[src/rtl/alu_issue_ctrl.sv]
// Execute-stage sequencer between decode, the combinational ALU and writeback.
// Optional build macro: ILLEGAL_OP_TRAP_EN (adds illegal_op output; unknown opcodes return 0).

`ifndef ADD
`define ADD      14'h0001
`define ADDI     14'h0002
`define SUB      14'h0004
`define MUL      14'h0008
`define LDB      14'h0010
`define LDW      14'h0020
`define STB      14'h0040
`define STW      14'h0080
`define BEQ      14'h0100
`define MOV      14'h0200
`define JUMP     14'h0400
`define TLBWRITE 14'h0800
`define IRET     14'h1000
`endif

module alu_issue_ctrl #(
    parameter int OP_W    = 14,
    parameter int DATA_W  = 32,
    parameter int MUL_LAT = 3
) (
    input  logic              clk,
    input  logic              rst_n,
    input  logic              in_valid,
    output logic              in_ready,
    input  logic [OP_W-1:0]   in_op,
    input  logic [DATA_W-1:0] in_x,
    input  logic [DATA_W-1:0] in_y,
    input  logic [4:0]        in_rd,
    input  logic              flush,
    output logic [OP_W-1:0]   alu_op,
    output logic [DATA_W-1:0] alu_x,
    output logic [DATA_W-1:0] alu_y,
    input  logic [DATA_W-1:0] alu_w,
    output logic              out_valid,
    input  logic              out_ready,
    output logic [DATA_W-1:0] out_w,
    output logic [4:0]        out_rd,
    output logic [OP_W-1:0]   out_op,
`ifdef ILLEGAL_OP_TRAP_EN
    output logic              illegal_op,
`endif
    output logic              busy
);

    // Handshakes: a transfer happens on a rising edge where valid and ready are both 1.
    // in_valid/in_ready: decode -> this block; out_valid/out_ready: this block -> writeback.
    // out_* stay stable while out_valid is high and out_ready is low.

    localparam int CNT_W = $clog2(MUL_LAT + 1);
    localparam logic [CNT_W-1:0] CNT_LOAD = (MUL_LAT > 1) ? CNT_W'(MUL_LAT - 2) : '0;

    typedef enum logic [1:0] {
        IDLE = 2'd0,
        EXEC = 2'd1,
        WAIT = 2'd2,
        HOLD = 2'd3
    } state_t;

    state_t            state_q, state_d;
    logic [CNT_W-1:0]  cnt_q;
    logic [4:0]        rd_q;
    logic              accept;
    logic              capture;
    logic              load_cnt;
    logic              is_mul;
    logic [DATA_W-1:0] cap_w;
`ifdef ILLEGAL_OP_TRAP_EN
    logic              cap_illegal;
`endif

    assign in_ready = rst_n & ~flush & ((state_q == IDLE) | ((state_q == HOLD) & out_ready));
    assign accept   = in_valid & in_ready;
    assign busy     = (state_q != IDLE);
    assign is_mul   = (alu_op == `MUL);

    always_ff @(posedge clk or negedge rst_n) begin
        if (!rst_n) state_q <= IDLE;
        else        state_q <= state_d;
    end

    always_comb begin
        state_d  = state_q;
        capture  = 1'b0;
        load_cnt = 1'b0;
        if (flush) begin
            state_d = IDLE;
        end else begin
            case (state_q)
                IDLE: if (accept) state_d = EXEC;
                EXEC: begin
                    if (is_mul && (MUL_LAT > 1)) begin
                        load_cnt = 1'b1;
                        state_d  = WAIT;
                    end else begin
                        capture = 1'b1;
                        state_d = HOLD;
                    end
                end
                WAIT: begin
                    if (cnt_q == '0) begin
                        capture = 1'b1;
                        state_d = HOLD;
                    end
                end
                HOLD: if (out_ready) state_d = accept ? EXEC : IDLE;
                default: state_d = IDLE;
            endcase
        end
    end

    // Moves and control-transfer ops bypass the ALU and return the latched x operand.
    always_comb begin
        cap_w = alu_w;
`ifdef ILLEGAL_OP_TRAP_EN
        cap_illegal = 1'b0;
`endif
        case (alu_op)
            `MOV, `JUMP, `TLBWRITE, `IRET: cap_w = alu_x;
            `ADD, `ADDI, `SUB, `MUL, `LDB, `LDW, `STB, `STW, `BEQ: cap_w = alu_w;
            default: begin
`ifdef ILLEGAL_OP_TRAP_EN
                cap_w       = '0;
                cap_illegal = 1'b1;
`else
                cap_w = alu_w;
`endif
            end
        endcase
    end

    always_ff @(posedge clk or negedge rst_n) begin
        if (!rst_n) begin
            alu_op    <= '0;
            alu_x     <= '0;
            alu_y     <= '0;
            rd_q      <= '0;
            cnt_q     <= '0;
            out_valid <= 1'b0;
            out_w     <= '0;
            out_rd    <= '0;
            out_op    <= '0;
`ifdef ILLEGAL_OP_TRAP_EN
            illegal_op <= 1'b0;
`endif
        end else if (flush) begin
            cnt_q     <= '0;
            out_valid <= 1'b0;
`ifdef ILLEGAL_OP_TRAP_EN
            illegal_op <= 1'b0;
`endif
        end else begin
            if (accept) begin
                alu_op <= in_op;
                alu_x  <= in_x;
                alu_y  <= in_y;
                rd_q   <= in_rd;
            end
            if (load_cnt)
                cnt_q <= CNT_LOAD;
            else if ((state_q == WAIT) && (cnt_q != '0))
                cnt_q <= cnt_q - CNT_W'(1);
            if (capture) begin
                out_valid <= 1'b1;
                out_w     <= cap_w;
                out_rd    <= rd_q;
                out_op    <= alu_op;
`ifdef ILLEGAL_OP_TRAP_EN
                illegal_op <= cap_illegal;
`endif
            end else if ((state_q == HOLD) && out_ready) begin
                out_valid <= 1'b0;
`ifdef ILLEGAL_OP_TRAP_EN
                illegal_op <= 1'b0;
`endif
            end
        end
    end

endmodule
[config.mk]
export PLATFORM = sky130hd
export DESIGN_NAME = alu_issue_ctrl
export DESIGN_NICKNAME = d
export VERILOG_FILES = /design/src/rtl/alu_issue_ctrl.sv
export SDC_FILE = /design/constraint.sdc
export NUM_CORES = 1
export LEC_CHECK = 0
export CORE_ASPECT_RATIO = 0.5
export CORE_MARGIN = 3
export CORE_UTILIZATION = 30
export DETAILED_ROUTE_END_ITERATION = 7
export DONT_BUFFER_PORTS = 1
export PLACE_DENSITY = 0.48
export SLEW_MARGIN = 20
export SYNTH_ARGS = -nofsm -noshare
export SYNTH_HDL_FRONTEND = slang
export SYNTH_SLANG_ARGS = --single-unit
[constraint.sdc]
create_clock -name clk -period 2 [get_ports clk]
set_input_delay 0.3 -clock clk [delete_from_list [all_inputs] [get_ports clk]]
set_output_delay 0.3 -clock clk [all_outputs]
set_load 0.02 [all_outputs]
# Word-level counts from Yosys, hierarchy flattened
# Index checks and enable logic that the tools add are counted.
[classes]
addsub = 1
eq_ne = 11
mux = 21
n_bitwise = 6
reduce_logical = 12
[op_table]
columns = ["operator", "count"]
rows = [
  ["$mux 32", 1],
  ["$eq 14x10->1 const B", 1],
  ["$eq 14x11->1 const B", 1],
  ["$eq 14x12->1 const B", 1],
  ["$eq 14x13->1 const B", 1],
  ["$eq 14x4->1 const B", 1],
  ["$mux 2", 7],
  ["$mux 1", 11],
  ["$ne 3x3->1 const B", 3],
  ["$pmux 2 s4", 1],
  ["$reduce_bool 3->1", 2],
  ["$and 1x1->1", 4],
  ["$eq 2x2->1 const B", 2],
  ["$logic_not 2->1", 2],
  ["$reduce_and 2->1", 2],
  ["$reduce_bool 2->1", 2],
  ["$reduce_or 4->1", 1],
  ["$reduce_and 3->1", 1],
  ["$eq 2x1->1 const B", 1],
  ["$logic_and 1x1->1", 2],
  ["$pmux 1 s2", 1],
  ["$sub 2x1->2 const B", 1],
  ["$not 1->1", 1],
  ["$or 1x1->1", 1],
]
[word_totals]
ff_bits = 139
in_bits = 120
out_inout_bits = 132
elab_cells = 61

# Logic depth before layout (Yosys ltp)
[logic_depth]
word_depth = 9
mapped_depth = 8
ltp_nobuf = 7

# Least setup slack after synthesis
# Ideal clock, no wire load.
[synth_path]
kind = "reg2reg"
from = "reg alu_op[1]"
to = "reg out_w[1]"
setup_ns = 0.127
arrival_ns = 2.036
required_time_ns = 1.873
setup_slack_ns = -0.163
stages_incl_launch_ff = 7
n_path_buf = 1
synth_period_minus_slack_ns = 2.163
path_cell_list = "dfrtp_1 -> nor4_2 -> nand4b_2 -> a211oi_4 -> buf_6 -> mux2_1 -> mux2_1"
[synth_via]
elab_chain_len = 5
elab_cells_between_ends = 11
classes_between = "5 x eq/ne; 4 x mux; 2 x reduce/logical"
[synth_rtl]
columns = ["item", "line", "rtl"]
rows = [
  ["from (decl)", "34", "output logic [OP_W-1:0] alu_op,"],
  ["from (signal assigned)", "157", "alu_op <= in_op;"],
  ["$eq 14x4->1 (no source line)", "-", ""],
  ["$mux 1", "95", "if (is_mul && (MUL_LAT > 1)) begin"],
  ["$pmux 1 s2", "92", "case (state_q)"],
  ["$mux 1", "89", "if (flush) begin"],
  ["$reduce_and 2->1 (no source line)", "-", ""],
  ["to (signal assigned)", "168", "out_w <= cap_w;"],
  ["to (decl)", "40", "output logic [DATA_W-1:0] out_w,"],
]
# Parallel ways exist; a longest one is shown, timed or not.
# A chain may end at the register's enable or synchronous reset.

# Worst setup path after layout
[layout_path]
from = "reg alu_op[0]"
to = "reg out_w[1]"
# Same word-level chain as after synthesis.

==> out/qor.tcl <==
set qor(timing.reg2reg.setup_slack_ps) -130
set qor(detail_route.wirelength_um) 13900
set qor(failing_checks) {negative hold slack, negative setup slack}
set qor(power.sequential.fraction) 0.527
set qor(global_route.usage.total) 0.128
set qor(effective_utilization_at_floorplan) 0.314
set qor(grt-ovfl-total) 0
set qor(grt_max_degree) 142
set qor(num-fill-cells) 1747
set qor(ff_latch_area_um2) 3480
set qor(worst_slew_pin_slew_ps) 378
set qor(synth.distinct_cells) 32
set qor(drt_iter0_drc) 79
set qor(yosys.area.top_type_share) 0.587
set qor(post_cts_hold_buffer_count) 1
set qor(drive_gt1_frac) 0.531
set qor(highest_layer) {met5}
set qor(hpwl_um) 9870
set qor(synth.top_cells.by_area) {dfrtp_1, mux2_2, mux2_1}
set qor(leakagePower_nw) 3.20
set qor(cp_common_cell) {mux2_1}
set qor(rr_worst_depth) 7
set qor(netlist_top_cells_count) {dfrtp_1, mux2_2, mux2_1, mux2_4}
set qor(final-setup-viol-count) 49
set qor(syn_area_per_cell_um2) 16.0
set qor(path_buf_inv) 2
set qor(die_w_um) 205
set qor(worst_path_max_delay_cell) {dfrtp_2}
set qor(fp.dieH_um) 105
set qor(post-place-cells) 640
set qor(final_cells) 679
set qor(clkTransAtPathRegs_ps) 60
set qor(route.met3.wl_um) 1020
set qor(wirelength_met1_um) 5210
set qor(core_area_um2) 18900
set qor(class_of_the_most_critical_hold_timing_path) {primary input to async pin}
set qor(top_level_ports) 252
set qor(timing.hold.ws_ps) -410
set qor(cap_violations) 0
set qor(post_synth_instance_area_um2) 5920
set qor(timing.critical_path.to_type) {register}
set qor(final_design_area_no_fill_um2) 7250
set qor(crit_arrival_ps) 2420
set qor(floorplan.die_area_um2) 21600
set qor(tritoncts.num_buffers) 17
set qor(placement.io_buffers) 0
set qor(setup_slack_ps) -126
set qor(critical_path_class) {register to register}
set qor(count_of_state_elements_after_synthesis) 139
set qor(run_status) {finished with violations}
set qor(synthMostInstantiatedCell) {dfrtp_1}
set qor(clock_power_share) 0.257
set qor(vdd_ir_drop_max_mv) 0.654
set qor(finalMaxSlewViolations) 0
set qor(cts.sinks) 139
set qor(period_minus_slack_ps) 2130
set qor(finalNetCount) 532
set qor(final_antenna_net_count) 0
set qor(std_cell_rows) 35
set qor(n_antenna_cell) 0
set qor(power.switching_mw) 4.83
set qor(detail_route.wl_per_cell_um) 20.5
set qor(synth.largest_area_cell) {dfrtp_1}
set qor(critical_path.startpoint_type) {register}
set qor(hold_violations) 139
set qor(p_int_mw) 7.83
set qor(grt_pass1_wl_um) 21200
set qor(synth_enable_flop_cells) 0
set qor(vias_in_the_first_global_route) 3642
set qor(area.growth.synth_to_final_pct) 22.4
set qor(synth-warning-count) 0
set qor(combinationalPowerShare) 0.216
set qor(fin_skew_ps) 12.0
set qor(slew_headroom) 0.748
set qor(cts_max_level) 4
set qor(critPathMaxFanout) 21
set qor(switching_share_of_total_power) 0.382
set qor(max-clock-path-buffers) 2
set qor(synth.net_count) 495
set qor(wl_met2_um) 7520
set qor(cpLargestDelayFamily) {multiplexers}
set qor(grt_setup_unrepaired) {true}
set qor(yosys_most_used_dff) {dfrtp_1}
set qor(clock_latency_ps) 410
set qor(initial_antenna_violation_count) 2
set qor(worst_path_largest_cell_delay_ps) 420
set qor(crit-reg2reg-capture) {out_w[1]}
set qor(placed_cell_area_um2) 6500
set qor(synth_async_sr_flop_share) 1.00
set qor(r2r-start) {alu_op[0]}
set qor(avgViaCountPerCell) 4.65
set qor(tritonroute_pass_1_iters) 4
set qor(vias) 3159
set qor(cp_data_required_time_ps) 2290
set qor(area_of_the_multi_input_gates_um2) 2410
set qor(place.gp.congestion) 0.699
set qor(p_per_area_nw_per_um2) 1750
set qor(synthCells) 370
set qor(synth-seq-area-share) 0.587
set qor(achievable-frequency_mhz) 470
set qor(timing.critical_path.cells) {nor4_4 -> nand4b_4 -> a211oi_4 -> buf_6 -> buf_12 -> mux2_1 -> mux2_1}
set qor(clock_tree.root_cell) {clkbuf_16}
set qor(min_period_over_period) 1.06
set qor(cts_tree) {done}
set qor(route.detailed.drc) 0
[registers in the layout, indices dropped and copies added, names as in the netlist]
signal / count
out_rd: 5
out_w: 32
out_valid: 1
alu_op: 14
alu_y: 32
rd_q: 5
out_op: 14
state_q: 2
alu_x: 32
cnt_q: 2
[final cells by class]
class                   count  area share
flip-flops and latches    139       0.480
clock buffers              19      0.0611
inverters                   8     0.00414
well taps                 259      0.0447
multi-input cells         206       0.333
clock inverters            13      0.0231
repair buffers             35      0.0537
[worst register-to-register path, cell delays in order (launching register included)]
cell and delay (ps):
dfrtp_2 420, nor4_4 330, nand4b_4 150, a211oi_4 170, buf_6 140, buf_12 180, mux2_1 340, mux2_1 290
[layout by cell type, fill, tap and decap left out, types with 2 or more instances in the layout]
master	instances
clkinv_4	4
a21oi_1	4
mux2_2	98
nand2_1	6
inv_1	8
buf_12	7
o21ai_0	2
inv_6	2
nor2_1	5
bufinv_16	3
dfrtp_2	2
clkinvlp_4	2
ha_1	5
mux2_1	20
buf_4	22
mux2_4	48
buf_6	3
clkinv_2	2
dfrtp_1	137
clkbuf_16	18
[cells by family (layout without fill, tap and decap cells)]
kind of cell    after synthesis  count (layout)  synth area share
flops                       139             139             0.587
mux                         167             167             0.336
simple gates                 19              19            0.0186
compound gates               13              13            0.0177
fa+ha+maj                     5               5            0.0106
buf+inv                      25              75            0.0270
xor+xnor                      2               2           0.00296
[per-layer routing]
layer | global-route usage | up-vias
met5 | 0 | -
met4 | 0.0461 | 4
met3 | 0.0521 | 19
met2 | 0.229 | 113
met1 | 0.135 | 1632
li1 | - | 1391
[timing repair]
action                                  4_1_cts  5_1_grt
setup buffers                                 3        1
hold endpoints to repair                    141      139
gates resized for setup                       7        7
endpoints found under the setup margin       44       54
pin swaps                                     1        2
cloned                                        1        1
[worst max-delay path by stage]
stage	startpoint	cells after the start	slack (ps)	end
floorplan	alu_op[1]	6	-140	out_w[1]
global placement	alu_op[1]	6	-150	out_w[20]
detailed placement	alu_op[1]	6	-220	out_w[30]
CTS	alu_op[1]	7	-150	out_w[1]
global route	alu_op[0]	7	-210	out_w[2]
finish	alu_op[0]	7	-130	out_w[1]
[metrics by stage]
| step | TNS [ps] | hold WS, ps | power [mW] | utilization | setup slack [ps] |
|---|---|---|---|---|---|
| after CTS | -3410 | -442 | 12.8 | 0.381 | -149 |
| after global placement | -3240 | 8.75 | 9.30 | 0.344 | -145 |
| after global routing | -8530 | -447 | 13.3 | 0.384 | -213 |
| final | -3900 | -410 | 12.7 | 0.384 | -126 |
| after detailed placement | -4730 | 9.41 | 9.44 | 0.344 | -219 |
| after floorplan | -3460 | 4.41 | 8.36 | - | -139 |
[power groups by stage]
stage	Combinational, mW	Clock [mW]	Sequential [mW]
floorplan	1.83	0	6.53
global placement	2.60	0	6.71
detailed placement	2.72	0	6.72
CTS	2.75	3.36	6.71
global route	2.96	3.49	6.86
finish	2.73	3.25	6.67
(Power assumes the default switching activity.)
